<file path="src/rtl/nabp_angle_sequencer.sv">
// Angle sequencer for NABP back-projection: hands out one projection angle per
// swap-control request, kicks the matching filtered-line load, and reports set completion.
module nabp_angle_sequencer #(
  parameter int ANGLE_WIDTH = 8,
  parameter int ANGLE_STEP  = 1,
  parameter int ANGLE_COUNT = 180
) (
  input  logic                   clk_out,
  input  logic                   reset_n,
  input  logic                   start,
  input  logic                   next_angle,
  input  logic                   pr_done,
  output logic [ANGLE_WIDTH-1:0] angle,
  output logic                   has_next_angle,
  output logic                   next_angle_ack,
  output logic                   line_kick,
  output logic [ANGLE_WIDTH-1:0] line_index,
  output logic                   busy,
  output logic                   done
);

  // Counters must hold ANGLE_COUNT itself, which can reach 2^ANGLE_WIDTH.
  localparam int CLOG = $clog2(ANGLE_COUNT + 1);
  localparam int CW   = (CLOG > ANGLE_WIDTH) ? CLOG : ANGLE_WIDTH;

  typedef enum logic [1:0] {
    IDLE   = 2'd0,
    ACTIVE = 2'd1,
    DRAIN  = 2'd2
  } state_e;

  state_e                 state_q;
  logic [ANGLE_WIDTH-1:0] angle_q;
  logic [ANGLE_WIDTH-1:0] line_index_q;
  logic [CW-1:0]          idx_q;
  logic [CW-1:0]          remaining_q;
  logic                   line_kick_q;
  logic                   done_q;
  logic                   has_next;

  // Handshake outputs are gated by reset_n so they read idle while reset is held.
  assign has_next       = reset_n && (state_q == ACTIVE) && (remaining_q != '0);
  assign has_next_angle = has_next;
  assign next_angle_ack = next_angle && has_next;
  assign busy           = reset_n && ((state_q == ACTIVE) || (state_q == DRAIN));
  assign angle          = angle_q;
  assign line_kick      = line_kick_q;
  assign line_index     = line_index_q;
  assign done           = done_q;

  always_ff @(posedge clk_out) begin
    if (!reset_n) begin
      state_q      <= IDLE;
      angle_q      <= '0;
      line_index_q <= '0;
      line_kick_q  <= 1'b0;
      done_q       <= 1'b0;
      idx_q        <= '0;
      remaining_q  <= '0;
    end else begin
      line_kick_q <= next_angle_ack;
      done_q      <= 1'b0;
      if (next_angle_ack) begin
        line_index_q <= idx_q[ANGLE_WIDTH-1:0];
      end
      case (state_q)
        IDLE: begin
          if (start) begin
            angle_q     <= '0;
            idx_q       <= '0;
            remaining_q <= CW'(ANGLE_COUNT);
            state_q     <= ACTIVE;
          end
        end
        ACTIVE: begin
          if (next_angle_ack) begin
            angle_q     <= angle_q + ANGLE_WIDTH'(ANGLE_STEP);
            idx_q       <= idx_q + CW'(1);
            remaining_q <= remaining_q - CW'(1);
            if (remaining_q == CW'(1)) begin
              state_q <= DRAIN;
            end
          end
        end
        DRAIN: begin
          if (pr_done) begin
            done_q  <= 1'b1;
            state_q <= IDLE;
          end
        end
        default: state_q <= IDLE;
      endcase
    end
  end

`ifndef SYNTHESIS
  always_ff @(posedge clk_out) begin
    if (reset_n && !(state_q inside {IDLE, ACTIVE, DRAIN})) begin
      $display("nabp_angle_sequencer: illegal state value %b", state_q);
    end
  end
`endif

endmodule
</file>
<file path="config.mk">
export PLATFORM = sky130hd
export DESIGN_NAME = nabp_angle_sequencer
export DESIGN_NICKNAME = d
export VERILOG_FILES = /design/src/rtl/nabp_angle_sequencer.sv
export SDC_FILE = /design/constraint.sdc
export NUM_CORES = 1
export LEC_CHECK = 0
export CORE_ASPECT_RATIO = 1.5
export CORE_MARGIN = 2
export CORE_UTILIZATION = 53
export CTS_CLUSTER_DIAMETER = 30
export DETAILED_ROUTE_END_ITERATION = 8
export PLACE_DENSITY = 0.78
export SLEW_MARGIN = 40
export SYNTH_ARGS = -nofsm -noshare
export SYNTH_HDL_FRONTEND = slang
export SYNTH_SLANG_ARGS = --single-unit
</file>
<file path="constraint.sdc">
create_clock -name clk_out -period 2.1 [get_ports clk_out]
set_input_delay 0.42 -clock clk_out [delete_from_list [all_inputs] [get_ports clk_out]]
set_output_delay 0.42 -clock clk_out [all_outputs]
set_load 0.05 [all_outputs]
</file>
Word-level counts from Yosys, hierarchy flattened
Index checks and enable logic that the tools add are counted.
- add/subtract/negate cells: 3
- $mul: 0
- div/mod/pow operators: 0
- $lt $le $gt $ge: 0
- equal/unequal tests: 7
- shift-type cells: 0
- mux-type cells: 14
- bitwise logic cells: 0
- reductions and logical operators: 11
- operators with widths (cell ; number):
    8-bit one-hot mux with 2 select lines ; 3
    8-bit two-way mux ; 5
    8-bit by 1-bit adder with 8-bit output, second input constant ; 2
    8-bit by 1-bit equality test with 1-bit output, second input constant ; 1
    2-bit two-way mux ; 4
    8-bit nonzero test ; 1
    8-bit by 1-bit subtractor with 8-bit output, second input constant ; 1
    2-bit != test, second input constant ; 3
    2-bit one-hot mux with 3 select lines ; 1
    1-bit logical AND ; 4
    4-bit AND reduction ; 1
    3-bit AND reduction ; 1
    2-bit by 1-bit equality test with 1-bit output, second input constant ; 1
    2-bit equality test, second input constant ; 1
    2-bit zero test ; 1
    2-bit by 1-bit != test with 1-bit output, second input constant ; 1
    2-bit AND reduction ; 1
    2-bit nonzero test ; 1
    1-bit logical OR ; 1
    1-bit two-way mux ; 1
- register bits: 36
- bits in latches: 0
- RAM bits: 0
- ROM bits: 0
- bits of input ports: 5
- output and inout bits: 21
- word-level logic and storage cells: 42
- memories kept: 0

Longest topological paths before layout
Gate-level depths: netlist of run 1.
- word-level depth: 6
- gate-level depth with buffers: 9
- depth with buffers taken out: 7

Worst setup path before layout of run 1
OpenSTA, ideal clock, no wires.
- path kind: flip-flop to output port
- from: register remaining_q[0]
- to: output has_next_angle
- arrival time: 1401 ps
- required time: 1680 ps
- setup slack: 279 ps
- stages on the path, launching flop included: 7
- buffers on the path: 1
- path through: dfxtp_1 > inv_1 > ha_1 > nor4b_4 > a21bo_2 > inv_2 > buf_2
- cells in the longest elaborated chain, start to end: 2
- ends and longest elaborated chain (element ; line ; source):
    start: declaration ; 36 ; logic [CW-1:0] remaining_q;
    start signal: assignment ; 71 ; remaining_q <= CW'(ANGLE_COUNT);
    start signal: assignment ; 79 ; remaining_q <= remaining_q - CW'(1);
    8-bit nonzero test ; 42 ; assign has_next = reset_n && (state_q == ACTIVE) && (remaining_q != '0);
    1-bit logical AND ; 42 ;
    end: declaration ; 14 ; output logic has_next_angle,
No other way between the ends.

Worst setup path in the final report of run 1
Same ends and word-level chain as after synthesis.

==> results.md, run 1 <==
Place:
- Detailed placement finished with a half-perimeter wire length of 3150 µm.
- Counting tap cells, the placed design contains a total of 269 instances.
- The count of input and output buffers is 25.
- At the end of routability-driven placement, the weighted congestion stood at 0.820.

Drt:
- The overall via count from detail_route is 1725.
- In this run the remaining antenna-violating nets after routing total 0.
- The post-route DRC violation count is 0.
- The routed length on met2 is 2340 µm.
- After detailed routing, the number of vias per cell comes to slightly above 6.
- The number of iterations in the first detailed-routing pass is 4.
- After detailed routing, the wire length on met1 is about 1700 µm.
- The highest metal layer carrying signal wires in the routed design is met4.
- The detailed-routed wire length on met3 is 218 µm.
- The first routing iteration left 52 violations.
- After detailed routing, the average wire length per cell comes to 15.7 µm.
- The aggregate routed wire length is 4400 µm.

Floorplanning:
- For this configuration, the core starts out at a cell density of 54.2%.
- The placement row count is 26.
- The core region is roughly 3400 µm².
- The overall die width is 51.8 µm.
- The die covers 3920 µm².
- The vertical extent of the die is 75.7 µm.
- For this design the top-level I/O count stands at 26.

Timing:
- Setup violations remaining at the end of the flow were counted as 0.
- Counting I/O delays and the setup requirement, the final critical path takes approximately 2100 ps.
- The worst relative slew slack is 65.3%.
- The setup clock skew after layout is 11.6 ps.
- The final number of max-transition violations was 0.
- The slew at the pin with the worst max-slew slack is 520 ps.
- The hold violation count in the final report came to 0.
- The highest clock rate is 487 MHz.
- The ratio of final minimum period to clock period is 97.8%.

Flow run:
- The number of max-capacitance violations reported is 0.

Yosys:
- The total number of yosys warnings is 0.
- The area share of and/or/nand/nor cells after synthesis is 27.1%.
- The most used flip-flop cell after synthesis is dfxtp_1.
- After synthesis, the largest family of logic cells by area is simple AND/OR/NAND/NOR gates.
- In this run the cell area of the synthesized design comes to 1820 µm².
- The synthesized netlist net count is 214.
- The post-synthesis share of cell area spent on xor and xnor gates is 0%.
- Synthesis instantiated 41 different standard cells from the library.
- The flip-flop and latch count after synthesis is 36.
- Of all flip-flops after synthesis, the portion carrying an async set or reset was 0%.
- Synthesis produced roughly 200 cells.
- The share of the Yosys chip area taken by registers is 39.7%.
- The average cell area after synthesis is 9.03 µm².
- The count of flip-flops with a built-in enable after synthesis is 0.
- The fraction of synthesized area in multiplexers is 6.06%.
- The synthesized netlist devotes about 16% of its cell area to compound gates.
- After Yosys synthesis, full adders, half adders and majority gates account for 5.51% of the synthesized area.

Global route:
- The first global-routing pass estimated 7090 µm of wire.
- The maximum number of pins on one net before global-route repair is 18.
- The number of antenna violations at the first check in global routing came to 0.
- The overall overflow remaining after global route is 0.
- The via count of the first global-routing pass is 1596.
- The total global routing track utilization is 24.1%.

Power:
- The total power per unit cell area is 907 nW/µm².
- In this run the static leakage power is 0.867 nW.
- In this run, the combinational gates consume 33.5% of the power.
- The largest voltage drop on the vdd net is 0.681 mV.
- The power share of the sequential group is a little under two fifths.
- The internal portion of the total power is between 1 and 1.5 mW.
- The analysis attributes to net switching a power of 722 µW.
- Net switching is 34.1% of the power.
- The share of total power dissipated in the clock network is roughly 29%.

Clock network:
- For the worst-skew pair, the clock arrives at the later sink with an insertion delay of 290 ps.
- Clock tree synthesis inserted a total of 5 buffers.
- The root cell of the clock tree is clkbuf_8.
- CTS saw 36 sinks.
- The TritonCTS clock tree is done.
- The quantity of hold-fixing buffers added after cts is 0.
- After clock tree synthesis, the clock-pin slew on the worst setup and hold paths is 70 ps.
- The H-tree was split into 2 levels.
- The clock passes through at most 2 buffers.

Layout:
- The relative area change from synthesis to final layout is 28.5%.
- In the final layout, the share of cells above drive strength 1 is approximately 16%.
- The final cell count without fillers is between 200 and 300.
- The share of the core filled with cells is 69.6%.
- The number of diodes added for antenna fixing is 0.
- After the last flow step, the layout net total stands at 250.

Setup path:
- The capturing instance or port of the critical path is has_next_angle.
- STA classifies the critical path endpoint as an output pin.
- In this run the worst path has a maximum fanout of 8.
- The data arrival time of the critical path is 1630 ps.
- In this run the critical register-to-register path is launched from remaining_q[0]$_SDFFE_PN0P_.
- The depth of the worst register-to-register path is 8.
- The internal reg-to-reg setup slack is 200 ps.
- For this run, the slowest stage of the critical path takes 340 ps.
- The data required time at the worst endpoint is 1680 ps.
- Counting buffers and inverters, the worst setup path is 6 cells deep.
- The worst setup path startpoint is remaining_q[0]$_SDFFE_PN0P_.
- The worst register-to-register path ends at remaining_q[3]$_SDFFE_PN0P_.
- The worst setup path is launched from a flop.
- Together, buffers and inverters on the worst path number 3.
- Walking the worst path, the cells encountered are inv_1 -> ha_2 -> nor4b_4 -> a21bo_2 -> inv_4 -> buf_12.
- The critical path's top delay family is flip-flops.
- The worst setup path is of the flop to output pin kind.
- On the critical path, the stage with the largest delay is an instance of dfxtp_2.

Min path:
- The worst hold path was traced through 2 stages.
- The worst hold path begins at remaining_q[1]$_SDFFE_PN0P_.
- In this run the worst hold path is classified as flop to flop.

Run status:
- The run finished with clean final reports.
worst min path at each step:
stage	endpoint	slack (ps)
4_1_cts	remaining_q[6]$_SDFFE_PN0P_	500
5_1_grt	state_q[1]$_SDFFE_PN0P_	520
2_1_floorplan	remaining_q[6]$_SDFFE_PN0P_	450
3_5_place_dp	angle[5]$_SDFFE_PN0P_	490
3_3_place_gp	remaining_q[6]$_SDFFE_PN0P_	460
6_report	remaining_q[1]$_SDFFE_PN0P_	490
routing by layer:
layer	vias to the layer above	GRT usage, %
met5	-	0
met4	0	11.1
met3	15	5.10
met2	63	44.7
met1	827	25.8
li1	820	-
cells in the final DEF (no fill, tap or decap), types with 5 or more instances in the layout:
| cell | instances |
|---|---|
| ha_1 | 6 |
| a31oi_1 | 17 |
| inv_1 | 9 |
| clkdlybuf4s50_1 | 22 |
| and3_1 | 11 |
| buf_4 | 16 |
| nor2b_1 | 10 |
| mux2i_1 | 11 |
| dfxtp_1 | 34 |
| nand4_1 | 10 |
| clkbuf_8 | 5 |
| nand2b_1 | 8 |
| o21ai_0 | 5 |
| nand2_1 | 14 |
| nand3_1 | 6 |
synthesized netlist by cell type, drive strengths merged, types with 4 or more instances:
master	number	area (µm²)
nor2b	10	62.6
mux2i	11	110
inv	10	37.5
dfxtp	36	721
nand3	6	30.0
buf	7	46.3
clkbuf	5	18.8
nand2b	8	50.1
ha	8	100
nand2	14	52.6
a31oi	17	106
nand4	10	62.6
and3	11	68.8
nor3	4	20.0
o21ai	7	35.0
logic make-up (layout without fill, tap and decap cells):
| family | after synthesis | count (layout) |
|---|---|---|
| buf+inv | 22 | 59 |
| flops | 36 | 36 |
| compound gates | 42 | 42 |
| fa+ha+maj | 8 | 8 |
| mux | 11 | 11 |
| simple gates | 82 | 82 |
through the flow:
| stage | worst slack, ps | total power, mW | hold WS (ps) | cell area [µm²] | TNS (ps) |
|---|---|---|---|---|---|
| 6_report | 46.3 | 2.12 | 489 | 2330 | 0 |
| 5_1_grt | -16.6 | 2.22 | 519 | 2330 | -16.6 |
| 4_1_cts | 6.41 | 2.10 | 498 | 2320 | 0 |
| 3_5_place_dp | -1.47 | 1.45 | 487 | 2180 | -1.47 |
| 3_3_place_gp | 28.8 | 1.43 | 457 | 2180 | 0 |
| 2_1_floorplan | 279 | 1.25 | 446 | 1820 | 0 |
state kept, by name, indices dropped and copies added, names as in the netlist:
register     count
angle            8
idx_q            8
remaining_q      8
done             1
state_q          2
line_index       8
line_kick        1
area by class of cell:
type,count,area (µm²)
inverters,10,40.0
well taps,42,52.6
flip-flops and latches,36,723
fillers,269,1020
repair buffers,41,400
clock inverters,3,42.5
clock buffers,5,68.8
multi-input cells,143,1010
worst reg2reg max path, delay by kind of cell, from the launching register on:
kind / cells / cell delay (ps)
buffers and inverters: 3 / 390
DFF: 1 / 340
AOI/OAI and AO/OA: 2 / 590
and+or+nand+nor: 2 / 280
adders and majority gates: 1 / 220
power by group through the flow:
stage	Combinational [mW]	Clock (mW)	Sequential, mW
4_1_cts	0.694	0.614	0.796
5_1_grt	0.761	0.650	0.806
3_3_place_gp	0.623	0	0.804
2_1_floorplan	0.437	0	0.812
6_report	0.709	0.610	0.798
3_5_place_dp	0.645	0	0.809
repair_timing:
item                       CTS  global route
resized for setup            3             5
gates cloned                 0             0
pin swaps                    0             1
setup endpoints to repair    1            19
buffers inserted             2             1
No activity file was read; power rests on OpenSTA's default activity.
==> run 2: changes to the inputs <==
--- a/config.mk
+++ b/config.mk
@@ -5,6 +5,7 @@
 export SDC_FILE = /design/constraint.sdc
 export NUM_CORES = 1
 export LEC_CHECK = 0
+export ABC_CLOCK_PERIOD_IN_PS = 2100
 export CORE_ASPECT_RATIO = 1.5
 export CORE_MARGIN = 2
 export CORE_UTILIZATION = 53
==> constraint.sdc (replaced) <==
create_clock -name clk_out -period 2.1 [get_ports clk_out]
set_input_delay 0.63 -clock clk_out [delete_from_list [all_inputs] [get_ports clk_out]]
set_output_delay 0.63 -clock clk_out [all_outputs]
set_load 0.05 [all_outputs]
==> results.md, run 2 (synthesis gave the netlist of run 1 again) <==
Clock network:
- The total number of H-tree levels came to 2 (unchanged).
- The TritonCTS clock tree is done (unchanged).
- The clock-pin slew on the worst setup and hold paths is 70 ps (about the same).
- The root cell of the clock tree is clkbuf_8 (unchanged).
- The quantity of hold-fixing buffers added after cts is 0 (unchanged).
- The sink count of the clock tree was 36 (unchanged).
- The number of buffers added by the clock tree synthesis step is 5 (unchanged).
- The source-to-sink clock delay at the later pin of the worst-skew pair is 280 ps (was 290 ps).
- The deepest clock path buffer count came to 2 (unchanged).

Floorplanning:
- The placeable core region came to 3350 µm² (unchanged).
- The placement row count came to 26 (unchanged).
- The number of top-level pins is 26 (unchanged).
- The overall die width is 51.8 µm (unchanged).
- The starting density of the core is 54.2% (unchanged).
- The vertical extent of the die came to 75.7 µm (unchanged).
- The area of the die is 3920 µm² (unchanged).

Power:
- The static leakage power is 0.956 nW (was 0.867 nW).
- The largest voltage drop on the vdd net was 0.619 mV (was 0.681 mV).
- The total power per unit cell area was 883 nW/µm² (was 907 nW/µm²).
- The overall power consumption is 2.11 mW (was 2.12 mW).

Flow run:
- The number of max-capacitance violations reported is 0 (unchanged).

Timing:
- The post-layout worst setup margin was -31.1 ps (was 46.3 ps).
- The setup clock skew after layout was 3.89 ps (was 11.6 ps).
- The slew at the pin with the worst max-slew slack came to 503 ps (was 520 ps).
- The final worst hold slack is 496 ps (was 489 ps).
- The worst relative slew slack is 66.4% (was 65.3%).
- The number of setup violations in the final report is 2 (was 0).
- The highest clock rate came to 469 MHz (was 487 MHz).
- Setup repair after global routing could not meet its margin everywhere.
- The hold violation count in the final report is 0 (unchanged).
- The ratio of final minimum period to clock period came to 101% (was 97.8%).
- The final critical path time including I/O delays and setup is 2130 ps (was 2050 ps).
- The final number of max-transition violations is 0 (unchanged).

Drt:
- The post-route antenna net violation count is 0 (unchanged).
- The number of iterations in the first detailed-routing pass is 5 (was 4).
- The aggregate routed wire length is 4590 µm (was 4400 µm).
- The average vias per placed instance is 5.90 (was 6.16).
- The average wire per cell in the routed design is 15.8 µm (was 15.7 µm).
- The post-route DRC violation count was 0 (unchanged).
- The number of design-rule violations left by the first detailed-router iteration is 109 (was 52).
- The overall via count from detail_route is 1717 (was 1725).

Setup path:
- The depth of the worst register-to-register path is 8 (unchanged).
- The type of the worst setup path was flop to output pin (unchanged).
- The internal reg-to-reg setup slack is 270 ps (was 200 ps).
- The worst setup path startpoint was remaining_q[1]$_SDFFE_PN0P_ (was remaining_q[0]$_SDFFE_PN0P_).
- Cells along the critical path: inv_2 -> ha_4 -> nor4b_4 -> buf_4 -> a21oi_4 -> buf_12 (was inv_1 -> ha_2 -> nor4b_4 -> a21bo_2 -> inv_4 -> buf_12).
- The endpoint of the most critical register-to-register path is remaining_q[2]$_SDFFE_PN0P_ (was remaining_q[3]$_SDFFE_PN0P_).
- The delay contributed by the slowest stage of the critical path came to 320 ps (was 340 ps).
- The nature of the critical path endpoint is an output pin (unchanged).
- The data required time at the worst endpoint came to 1470 ps (was 1680 ps).
- The maximum fanout count along the critical path was 3 (was 8).
- The cell with the largest stage delay on the worst path was dfxtp_2 (unchanged).
- The startpoint type of the worst setup path is a flop (unchanged).
- The data arrival time of the critical path came to 1500 ps (was 1630 ps).
- The launch instance of the worst register-to-register path is remaining_q[1]$_SDFFE_PN0P_ (was remaining_q[0]$_SDFFE_PN0P_).

Min path:
- The path category of the worst min-delay check was flop to flop (unchanged).
- The cell depth of the worst min-delay path was 2 (unchanged).
- The source of the worst hold timing path is state_q[0]$_SDFFE_PN0P_ (was remaining_q[1]$_SDFFE_PN0P_).
- The worst hold path endpoint is state_q[0]$_SDFFE_PN0P_ (was remaining_q[1]$_SDFFE_PN0P_).

Global route:
- The overall overflow remaining after global route came to 0 (unchanged).
- The wire length of the first global-routing pass is 7110 µm (was 7090 µm).
- The number of antenna violations at the first check in global routing is 0 (unchanged).
- The total global routing track utilization is 24.4% (was 24.1%).
- The via count of the first global-routing pass is 1605 (was 1596).
- The maximum number of pins on one net before global-route repair was 19 (was 18).

Layout:
- Most used cells in the layout excluding fill and tap cells: 42 x buf_4, 33 x dfxtp_1, 17 x a31oi_1, 14 x nand2_1 (was 34 x dfxtp_1, 22 x clkdlybuf4s50_1, 17 x a31oi_1, 16 x buf_4, 14 x nand2_1).
- The relative area change from synthesis to final layout is 31.8% (was 28.5%).
- The commonest non-fill, non-tap cell in the layout is buf_4 (was dfxtp_1).
- The layout cell share with drive strength beyond 1 came to 27.3% (was 16.4%).
- The net total in the final layout is 261 (was 250).
- The number of diodes added for antenna fixing is 0 (unchanged).
- The count of fill cells added during filler insertion came to 260 (was 269).
- The design area is 2390 µm² (was 2330 µm²).

Place:
- The placed wire-length estimate after detailed placement is 3210 µm (was 3150 µm).
- The count of input and output buffers is 25 (unchanged).
- The post-place instance area is 2200 µm² (was 2180 µm²).
- The routability-driven placement congestion ratio is 0.893 (was 0.820).

Run status:
- The final reports fail on negative setup slack.
- Status: finished, violations left (was complete, no violations).
run 2: per-stage QoR:
stage	utilization, %	TNS [ps]	std cells	worst slack, ps
floorplan	-	0	201	68.7
global placement	65.7	-3110	277	-260
detailed placement	65.7	-4340	277	-271
CTS	70.1	-104	288	-54.1
global route	71.4	-100	291	-54.1
finish	71.4	-46.9	291	-31.1
run 2: critical path, delay by kind of cell (launching register included):
family                     cells  cell delay [ps]
DFF                            1              320
adders and majority gates      1              140
AOI/OAI and AO/OA              1               60
buffers and inverters          3              410
and+or+nand+nor                1              270
run 2: worst max path at each step:
| stage | to | slack [ps] | cells after the start |
|---|---|---|---|
| after floorplan | has_next_angle | 70 | 6 |
| after global placement | has_next_angle | -260 | 5 |
| after detailed placement | has_next_angle | -270 | 5 |
| after CTS | next_angle_ack | -50 | 5 |
| after global routing | next_angle_ack | -50 | 6 |
| final | next_angle_ack | -30 | 6 |
run 2: power by group:
part	switching (mW)	total, mW	internal, mW
combinational	0.441	0.811	0.371
clock	0.237	0.504	0.268
sequential	0.0625	0.797	0.734
total	0.740	2.11	1.37
run 2: what timing repair did:
item,CTS,global route
buffers inserted,4,3
resized for setup,14,5
pin swaps,4,0
hold endpoints to repair,0,0
setup endpoints to repair,3,2
run 2: layout make-up:
cell class / instances / area (µm²) / share of cell area [%]
inverters: 10 / 40.0 / 1.67
flip-flops and latches: 36 / 724 / 30.3
repair buffers: 52 / 444 / 18.6
clock buffers: 8 / 90.1 / 3.76
multi-input cells: 143 / 1040 / 43.5
well taps: 42 / 52.6 / 2.20
run 2: per-layer routing:
layer / vias to the layer above / GRT usage [%] / routed length, µm
met1: 812 / 26.3 / 1850
met2: 57 / 44.9 / 2450
met5: - / 0 / 0
met4: 0 / 12.0 / 77
met3: 7 / 4.90 / 212
li1: 841 / - / -
